--- config.mk ---
export PLATFORM = sky130hd
export DESIGN_NAME = fetch_decode_queue_flat
export DESIGN_NICKNAME = d
export VERILOG_FILES = /design/src/rtl/fetch_decode_queue_if.sv /design/src/rtl/fetch_decode_queue.sv /design/src/flat_wrapper.sv
export SDC_FILE = /design/constraint.sdc
export NUM_CORES = 1
export LEC_CHECK = 0
export BUFFER_PORTS_ARGS = -buffer_cell sky130_fd_sc_hd__buf_2
export CORE_MARGIN = 1.5
export CORE_UTILIZATION = 45
export CTS_CLUSTER_SIZE = 30
export DETAILED_ROUTE_END_ITERATION = 7
export PLACE_DENSITY_LB_ADDON = 0.25
export SKIP_LAST_GASP = 1
export SLEW_MARGIN = 25
export SYNTH_ARGS = -nofsm -noshare
export SYNTH_HDL_FRONTEND = slang
export SYNTH_SLANG_ARGS = --single-unit
--- constraint.sdc ---
create_clock -name clk_i -period 9 [get_ports clk_i]
set_input_delay 0.9 -clock clk_i [delete_from_list [all_inputs] [get_ports clk_i]]
set_output_delay 0.9 -clock clk_i [all_outputs]
set_load 0.01 [all_outputs]
--- src/rtl/fetch_decode_queue_if.sv ---
// -----------------------------------------------------------------------------
// fetch_decode_queue_pkg / fetch_decode_queue_if
//
// Purpose : Shared entry type and the handshake bundle for the fetch/decode
//           instruction queue.
//
// fetch_out_t fields:
//   pc_inst : program counter of the fetched instruction
//   inst    : raw instruction word
//   bpred   : branch prediction (taken flag + predicted target)
//
// Interface members (named from the queue's point of view):
//   valid_i  / fetch_i  / ready_o  : fetch-side handshake (fetch -> queue)
//   valid_o  / decode_o / ready_i  : decode-side handshake (queue -> decode)
// Modports:
//   slave  : the queue itself
//   master : the environment (fetch stage + decoder, or a testbench)
// -----------------------------------------------------------------------------
package fetch_decode_queue_pkg;

   typedef struct packed {
      logic        taken;
      logic [31:0] target;
   } bpred_t;

   typedef struct packed {
      logic [31:0] pc_inst;
      logic [31:0] inst;
      bpred_t      bpred;
   } fetch_out_t;

endpackage

interface fetch_decode_queue_if;
   import fetch_decode_queue_pkg::*;

   logic       valid_i;
   fetch_out_t fetch_i;
   logic       ready_o;
   logic       valid_o;
   fetch_out_t decode_o;
   logic       ready_i;

   modport slave (
      input  valid_i,
      input  fetch_i,
      input  ready_i,
      output ready_o,
      output valid_o,
      output decode_o
   );

   modport master (
      output valid_i,
      output fetch_i,
      output ready_i,
      input  ready_o,
      input  valid_o,
      input  decode_o
   );

endinterface

--- src/rtl/fetch_decode_queue.sv ---
// -----------------------------------------------------------------------------
// fetch_decode_queue
//
// Purpose : Elastic in-order instruction buffer between fetch and decode.
//           Holds up to DEPTH entries, supports a synchronous flush that has
//           priority over push and pop. Entries pass through bit-exact.
//
// Ports:
//   clk_i    : core clock, all state changes on the rising edge
//   rstn_i   : asynchronous active-low reset
//   flush_i  : synchronous flush, discards every entry (and any offer)
//   q_if     : fetch_decode_queue_if.slave (fetch and decode handshakes)
//   count_o  : current occupancy, 0..DEPTH
//
// Optional feature: define FETCH_DECODE_QUEUE_BYPASS_EN to let an entry pass
// straight from fetch_i to decode_o while the queue is empty (zero latency).
// Without it there is no combinational path from the fetch side to outputs.
// -----------------------------------------------------------------------------
module fetch_decode_queue
   import fetch_decode_queue_pkg::*;
#(
   parameter  int DEPTH = 4,
   localparam int CNT_W = $clog2(DEPTH) + 1
) (
   input  logic               clk_i,
   input  logic               rstn_i,
   input  logic               flush_i,
   fetch_decode_queue_if.slave q_if,
   output logic [CNT_W-1:0]   count_o
);

   localparam int PTR_W = $clog2(DEPTH);

   // Storage is intentionally not reset; count gates everything visible.
   fetch_out_t       mem [DEPTH];

   logic [PTR_W-1:0] wr_ptr_q, wr_ptr_d;
   logic [PTR_W-1:0] rd_ptr_q, rd_ptr_d;
   logic [CNT_W-1:0] count_q,  count_d;

   logic             empty;
   logic             full;
   logic             push;
   logic             pop;

   // Handshake flags and head output. ready_o depends only on the registered
   // count, so an async reset immediately restores the reset-state outputs.
   always_comb begin
      empty        = (count_q == '0);
      full         = (count_q == CNT_W'(DEPTH));
      q_if.ready_o = !full;
      pop          = !empty && q_if.ready_i;
`ifdef FETCH_DECODE_QUEUE_BYPASS_EN
      // While empty, the offered entry is shown directly. If decode takes it
      // in the same cycle it is never written; otherwise it is stored as usual.
      q_if.valid_o  = !empty || (q_if.valid_i && !flush_i);
      if (!empty) begin
         q_if.decode_o = mem[rd_ptr_q];
      end else if (q_if.valid_i && !flush_i) begin
         q_if.decode_o = q_if.fetch_i;
      end else begin
         q_if.decode_o = '0;
      end
      push = q_if.valid_i && !full && !(empty && q_if.ready_i);
`else
      q_if.valid_o  = !empty;
      q_if.decode_o = empty ? fetch_out_t'('0) : mem[rd_ptr_q];
      push          = q_if.valid_i && !full;
`endif
   end

   // Next-state: flush wins over everything; a full queue never accepts a
   // push even when a pop frees a slot in the same cycle.
   always_comb begin
      wr_ptr_d = wr_ptr_q;
      rd_ptr_d = rd_ptr_q;
      count_d  = count_q;
      if (flush_i) begin
         wr_ptr_d = '0;
         rd_ptr_d = '0;
         count_d  = '0;
      end else begin
         if (push) begin
            wr_ptr_d = wr_ptr_q + PTR_W'(1);
         end
         if (pop) begin
            rd_ptr_d = rd_ptr_q + PTR_W'(1);
         end
         if (push && !pop) begin
            count_d = count_q + CNT_W'(1);
         end else if (pop && !push) begin
            count_d = count_q - CNT_W'(1);
         end
      end
   end

   always_ff @(posedge clk_i or negedge rstn_i) begin
      if (!rstn_i) begin
         wr_ptr_q <= '0;
         rd_ptr_q <= '0;
         count_q  <= '0;
      end else begin
         wr_ptr_q <= wr_ptr_d;
         rd_ptr_q <= rd_ptr_d;
         count_q  <= count_d;
      end
   end

   always_ff @(posedge clk_i) begin
      if (push && !flush_i) begin
         mem[wr_ptr_q] <= q_if.fetch_i;
      end
   end

   assign count_o = count_q;

endmodule

--- src/flat_wrapper.sv ---
// flat-port wrapper written by rule: the top's interface ports become plain ports
module fetch_decode_queue_flat import fetch_decode_queue_pkg::*;
#(
   parameter  int DEPTH = 4,
   localparam int CNT_W = $clog2(DEPTH) + 1
)
  (clk_i, rstn_i, flush_i, count_o, q_if_valid_i, q_if_fetch_i, q_if_ready_i, q_if_ready_o, q_if_valid_o, q_if_decode_o);
  fetch_decode_queue_if q_if_i ();
  input  logic clk_i;
  input  logic rstn_i;
  input  logic flush_i;
  output logic [CNT_W-1:0] count_o;
  input wire logic [$bits(q_if_i.valid_i)-1:0] q_if_valid_i;
  input wire logic [$bits(q_if_i.fetch_i)-1:0] q_if_fetch_i;
  input wire logic [$bits(q_if_i.ready_i)-1:0] q_if_ready_i;
  output wire logic [$bits(q_if_i.ready_o)-1:0] q_if_ready_o;
  output wire logic [$bits(q_if_i.valid_o)-1:0] q_if_valid_o;
  output wire logic [$bits(q_if_i.decode_o)-1:0] q_if_decode_o;
  assign q_if_i.valid_i = q_if_valid_i;
  assign q_if_i.fetch_i = q_if_fetch_i;
  assign q_if_i.ready_i = q_if_ready_i;
  assign q_if_ready_o = q_if_i.ready_o;
  assign q_if_valid_o = q_if_i.valid_o;
  assign q_if_decode_o = q_if_i.decode_o;
  fetch_decode_queue #(.DEPTH(DEPTH)) u_core (.clk_i(clk_i), .rstn_i(rstn_i), .flush_i(flush_i), .q_if(q_if_i), .count_o(count_o));
endmodule
==> results of run 1 <==
-- synthesized netlist by cell type (all sizes together) --
cell	instances	area (µm²)
a211oi	1	7.510
a21oi	2	10.01
a221oi	1	8.760
a31o	1	8.760
and2	101	631.9
and3	1	6.260
buf	18	112.6
clkbuf	19	73.82
dfrtp	7	175.2
edfxtp	388	11650
fa	1	20.02
ha	4	50.05
inv	7	26.28
mux2	2	22.52
mux2i	1	10.01
mux4	97	2185
nand2	1	3.750
nand3	2	10.01
nand3b	1	7.510
nor2	8	30.03
nor3	1	5.000
nor3b	1	7.510
o21a	2	15.01
o21ai	3	15.01
o311a	1	10.01
o311ai	1	8.760
o31ai	2	15.01
xor2	2	17.52
-- power by group through the flow --
| stage | registers [µW] | logic, µW | clock network [µW] |
|---|---|---|---|
| after floorplan | 2180 | 846 | 0 |
| after global placement | 2230 | 1250 | 0 |
| after detailed placement | 2230 | 1260 | 0 |
| after CTS | 2200 | 1260 | 1640 |
| after global routing | 2210 | 1340 | 1710 |
| final | 2190 | 1220 | 1600 |
-- layer usage --
metal	track usage, %	wire length, µm
met1	22.22	12220
met2	28.29	14430
met3	4.645	1912
met4	4.218	549
met5	0	7
-- critical path, cell delays in order, from the launching register on --
cell	delay [ns]
dfrtp_4	0.84
buf_4	0.73
mux4_2	0.59
and2_1	0.18
buf_2	0.14
-- state kept, by name (all words and copies together) (netlist names) --
signal	flops
u_core.rd_ptr_q	2
u_core.count_o	3
u_core.mem	388
u_core.wr_ptr_q	2
-- cells by family (layout without fill, tap and decap cells) --
kind of cell	count (synthesis)	in the layout	share of synthesized area, %
flops	395	395	78.09
simple gates	116	116	4.635
mux	100	100	14.64
buf+inv	44	295	1.404
compound gates	14	14	0.6526
fa+ha+maj	5	5	0.4627
xor+xnor	2	2	0.1157
other cells	0	1	0
-- through the flow --
step	hold WS [ns]	instance area [µm²]	total power, µW	utilization (%)
4_1_cts	0.2013	17890	5098	54.44
6_report	0.2174	17900	5016	54.46
5_1_grt	0.2121	17900	5253	54.45
2_1_floorplan	0.5573	15140	3024	-
3_3_place_gp	0.5922	16610	3484	50.53
3_5_place_dp	0.5987	16610	3492	50.53
-- worst min path at each step --
stage	startpoint	to	slack [ns]	cells after the start
finish	rstn_i	u_core.count_o[0]	0.22	1
global route	rstn_i	u_core.count_o[0]	0.21	1
CTS	rstn_i	u_core.count_o[0]	0.20	1
detailed placement	u_core.wr_ptr_q[0]	u_core.wr_ptr_q[0]	0.60	2
global placement	u_core.wr_ptr_q[1]	u_core.wr_ptr_q[1]	0.59	2
floorplan	u_core.wr_ptr_q[0]	u_core.wr_ptr_q[0]	0.56	2
-- area by class of cell --
type	count	area [µm²]	area share (%)
Timing Repair Buffer	211	1080	6.032
Tap cell	442	553.0	3.090
Clock buffer	56	1124	6.277
Antenna cell	1	2.502	0.01398
Inverter	7	26.28	0.1468
Multi-Input combinational cell	237	3118	17.42
Sequential cell	395	11830	66.11
Clock inverter	21	162.7	0.9087
-- cells in the final DEF (no fill, tap or decap), types with 8 or more instances in the layout --
cell,synthesis,routed
and2_1,101,97
buf_2,15,203
clkbuf_1,17,12
clkbuf_16,0,42
clkinv_1,0,9
edfxtp_1,388,388
mux4_2,97,97
nor2_1,8,8
==> flow_summary.ini, run 1 <==
[setup_path]
crit_path_end_kind = output port
crit_type = reg2out
reg2reg_from = u_core.count_o[0]
ff2ff_setup_slack_ns = 6.01
cp-start-kind = register
rr_worst_depth = 4
cp-startpoint = u_core.rd_ptr_q[0]
critPathRequiredTime_ns = 8.10
crit_end = q_if_decode_o[61]
critPathMaxFanout = 37
arrival_ns = 3.03
r2r_end = u_core.mem[3][36]

[logic_synthesis]
ys_seq_area_share_pct = 78.09
syn_inst = 676
syn_area_um2 = 15140
synth.distinct_cells = 31
syn_avg_cell_area_um2 = 22.40
synthesis.nets = 783
ys_seq_elements = 395
ys_warn_count = 0

[sta]
hold_viol_final = 0
slew_viol_final = 0
relSlewSlack_pct = 34.70
clock-skew-final_ns = 0.01475
finalCritPeriodShare_pct = 43.63
max_freq_mhz = 254.6
worstMarginPinSlew_ns = 0.9795
fin_crit_ns = 3.927
finalSetupViolCount = 0
finalWorstSetupSlack_ns = 5.073
setup_tns_ns = 0
rsz0062_at_grt = false

[run_status]
outcome = finished clean

[route]
drc = 0
ant_nets = 0
routed-via-count = 7203
dr.first_iter.drc_count = 486
totalWireLength_um = 29110
routedWlPerCell_um = 21.25
viasPerCell = 5.258
dr.pass1.iters = 4

[power_and_ir_drop]
swShare_pct = 27.48
pwr-share-comb_pct = 24.4
p_leak_uw = 0.006091
power_frac_seq_pct = 43.7
p_switching_uw = 1379
power_density_nw_per_um2 = 280.2
clockPowerShare_pct = 31.9
p_int_uw = 3638
ir_worst_vdd_mv = 0.1731

[job]
drv_cap = 0

[worst_hold_path]
hp-class = in2async

[cells_and_area]
syn_to_final_growth_pct = 18.19
nNetsFinal = 1001
fill_cells = 2608
final_cells = 1370
drive_above_1_share_pct = 40.35

[clock_network]
numClockSinks = 395
clock_path_buffers = 3
post_cts_buffers = 0
root_buffer = clkbuf_16
ctsHoldBuffers = 0
cts_buffers = 42
clock_latency_ns = 0.53
h-tree-depth = 2
clkTransAtPathRegs_ns = 0.06
cts_tree = built
cts_resized = 0

[global_routing]
antenna_found_initial = 2
grt_remaining_overflow = 0
grt_pass1_vias = 7703
grt_max_degree = 72
grt_usage_pct = 16.95
grt_pass1_wl_um = 45090

[floorplan]
dieArea_um2 = 34760
io_pins = 204
core_um2 = 32870
die_h_um = 186.5
rows = 66
die_w_um = 186.5
initial_core_util_pct = 46.08

[placement]
dp_slack_ns = 5.457
detailed_place_hpwl_um = 16440
io_buffers = 203
dpl.cell_count = 1292
gp_congestion = 0.7164
Power figures use the tool's default switching activity.
==> run 2: changes to the inputs <==
==> constraint.sdc (replaced) <==
create_clock -name clk_i -period 3.6 [get_ports clk_i]
set_input_delay 0.36 -clock clk_i [delete_from_list [all_inputs] [get_ports clk_i]]
set_output_delay 0.36 -clock clk_i [all_outputs]
set_load 0.01 [all_outputs]
==> run 2 against run 1 <==
Final cell count is 0.29% higher. Via count is 0.19% lower. Highest routed layer unchanged. Clock-buffer cell count is 4 lower. Largest cell class unchanged. Clock skew is 0.0049 ns lower. Die area stayed put.
==> flow_summary.ini, run 2 (synthesized netlist as in run 1, its figures left out) <==
[floorplan]
die_h_um = 186.5
rows = 66
io_pins = 204
die_w_um = 186.5
initial_core_util_pct = 46.08
dieArea_um2 = 34760
core_um2 = 32870

[power_and_ir_drop]
p_leak_uw = 0.006103
power_density_nw_per_um2 = 687.6
ir_worst_vdd_mv = 0.4096

[setup_path]
rr_worst_depth = 4
crit_path_end_kind = output port
cp-startpoint = u_core.rd_ptr_q[0]
critPathMaxFanout = 26
crit_type = reg2out
ff2ff_setup_slack_ns = 1.27
max_stage_delay_ns = 0.78
crit_path_cell_trace = buf_4, mux4_2, and2_1, buf_2
crit_end = q_if_decode_o[38]
r2r_end = u_core.mem[2][69]
cp-start-kind = register
arrival_ns = 2.63
cp_slowest_cell = dfrtp_4
critPathRequiredTime_ns = 3.24
reg2reg_from = u_core.count_o[2]

[clock_network]
post_cts_buffers = 0
cts_resized = 0
root_buffer = clkbuf_16
numClockSinks = 395
h-tree-depth = 2
clkTransAtPathRegs_ns = 0.06
clock_path_buffers = 3
ctsHoldBuffers = 1
cts_tree = built
clock_latency_ns = 0.51
cts_buffers = 40

[global_routing]
grt_usage_pct = 16.92
grt_pass1_vias = 7330
grt_remaining_overflow = 0
grt_max_degree = 99
grt_pass1_wl_um = 44510
antenna_found_initial = 9

[cells_and_area]
utilization_pct = 54.61
syn_to_final_growth_pct = 18.51
nNetsFinal = 1007
largest_reg_flops = 388
layout_common_cells = 388 x edfxtp_1, 203 x buf_2, 97 x mux4_2, 97 x and2_1, 41 x clkbuf_16
drive_above_1_share_pct = 40.52
design_area_um2 = 17950
layout_commonest_cell = edfxtp_1
top_register = u_core.mem
final_cells = 1374

[route]
viasPerCell = 5.232
dr.first_iter.drc_count = 392
ant_nets = 0
totalWireLength_um = 29360
routedWlPerCell_um = 21.37
dr.pass1.iters = 4
routed-via-count = 7189
drc = 0

[placement]
io_buffers = 203
dpl.cell_count = 1299
detailed_place_hpwl_um = 17780
place_area_um2 = 16750
gp_congestion = 0.6958

[sta]
worstMarginPinSlew_ns = 0.9492
hold_viol_final = 0
setup_tns_ns = 0
fin_crit_ns = 2.992
finalSetupViolCount = 0
relSlewSlack_pct = 36.72
rsz0062_at_grt = false
clock-skew-final_ns = 0.009830
max_freq_mhz = 334.2
finalCritPeriodShare_pct = 83.12
slew_viol_final = 0

[worst_hold_path]
hp-class = in2reg
holdCritStartpoint = q_if_fetch_i[26]

[run_status]
outcome = finished clean

[job]
drv_cap = 0
-- run 2: cell types whose count changed in the layout (fill, tap and decap cells not counted), moves of 2 or more --
cell,previous run,this run
clkbuf_8,2,0
buf_12,0,7
inv_6,2,0
diode_2,1,4
-- run 2: cell type report --
type                       instances  area (µm²)
antenna                            4       10.01
inverter                           7       26.28
multi-input combinational        237        3123
sequential                       395       11830
tap                              442       553.0
timing repair buffer             219        1226
clock inverter                    18       108.9
fill                            2641       14920
clock buffer                      52        1067
-- run 2: through the flow --
| step | worst slack (ns) | hold WS (ns) | total power [µW] |
|---|---|---|---|
| 5_1_grt | 0.4082 | 0.04518 | 12920 |
| 3_3_place_gp | 1.075 | 0.2126 | 8759 |
| 4_1_cts | 0.4910 | 0.03786 | 12550 |
| 6_report | 0.6079 | 0.05682 | 12340 |
| 2_1_floorplan | 1.053 | 0.06441 | 7550 |
| 3_5_place_dp | 1.063 | 0.2103 | 8779 |
-- run 2: critical path: cells and delay by family (launching register included) --
kind / cells / cell delay [ns]
simple gates: 1 / 0.18
buf+inv: 2 / 0.57
mux: 1 / 0.55
flops: 1 / 0.78
-- run 2: metal layers --
metal | vias to the layer above | GRT usage, % | part of all wire [%]
met1 | 3708 | 22.76 | 41
met3 | 58 | 3.968 | 6.4
met4 | 12 | 4.032 | 1.9
met5 | - | 0 | 0.27
li1 | 3202 | - | -
met2 | 209 | 28.20 | 50
-- run 2: worst min-delay path by stage --
stage / endpoint / depth (start not counted) / slack (ns)
floorplan: u_core.count_o[0] / 0 / 0.06
global placement: u_core.count_o[1] / 1 / 0.21
detailed placement: u_core.count_o[0] / 1 / 0.21
CTS: u_core.mem[1][80] / 1 / 0.04
global route: u_core.mem[3][26] / 1 / 0.05
finish: u_core.mem[2][26] / 1 / 0.06
-- run 2: where the power goes --
group	leakage (µW)	switching (µW)	internal (µW)	total, µW
logic	0.00191	1610	1510	3120
clock network	0.000580	1600	2150	3760
registers	0.00361	178	5290	5470
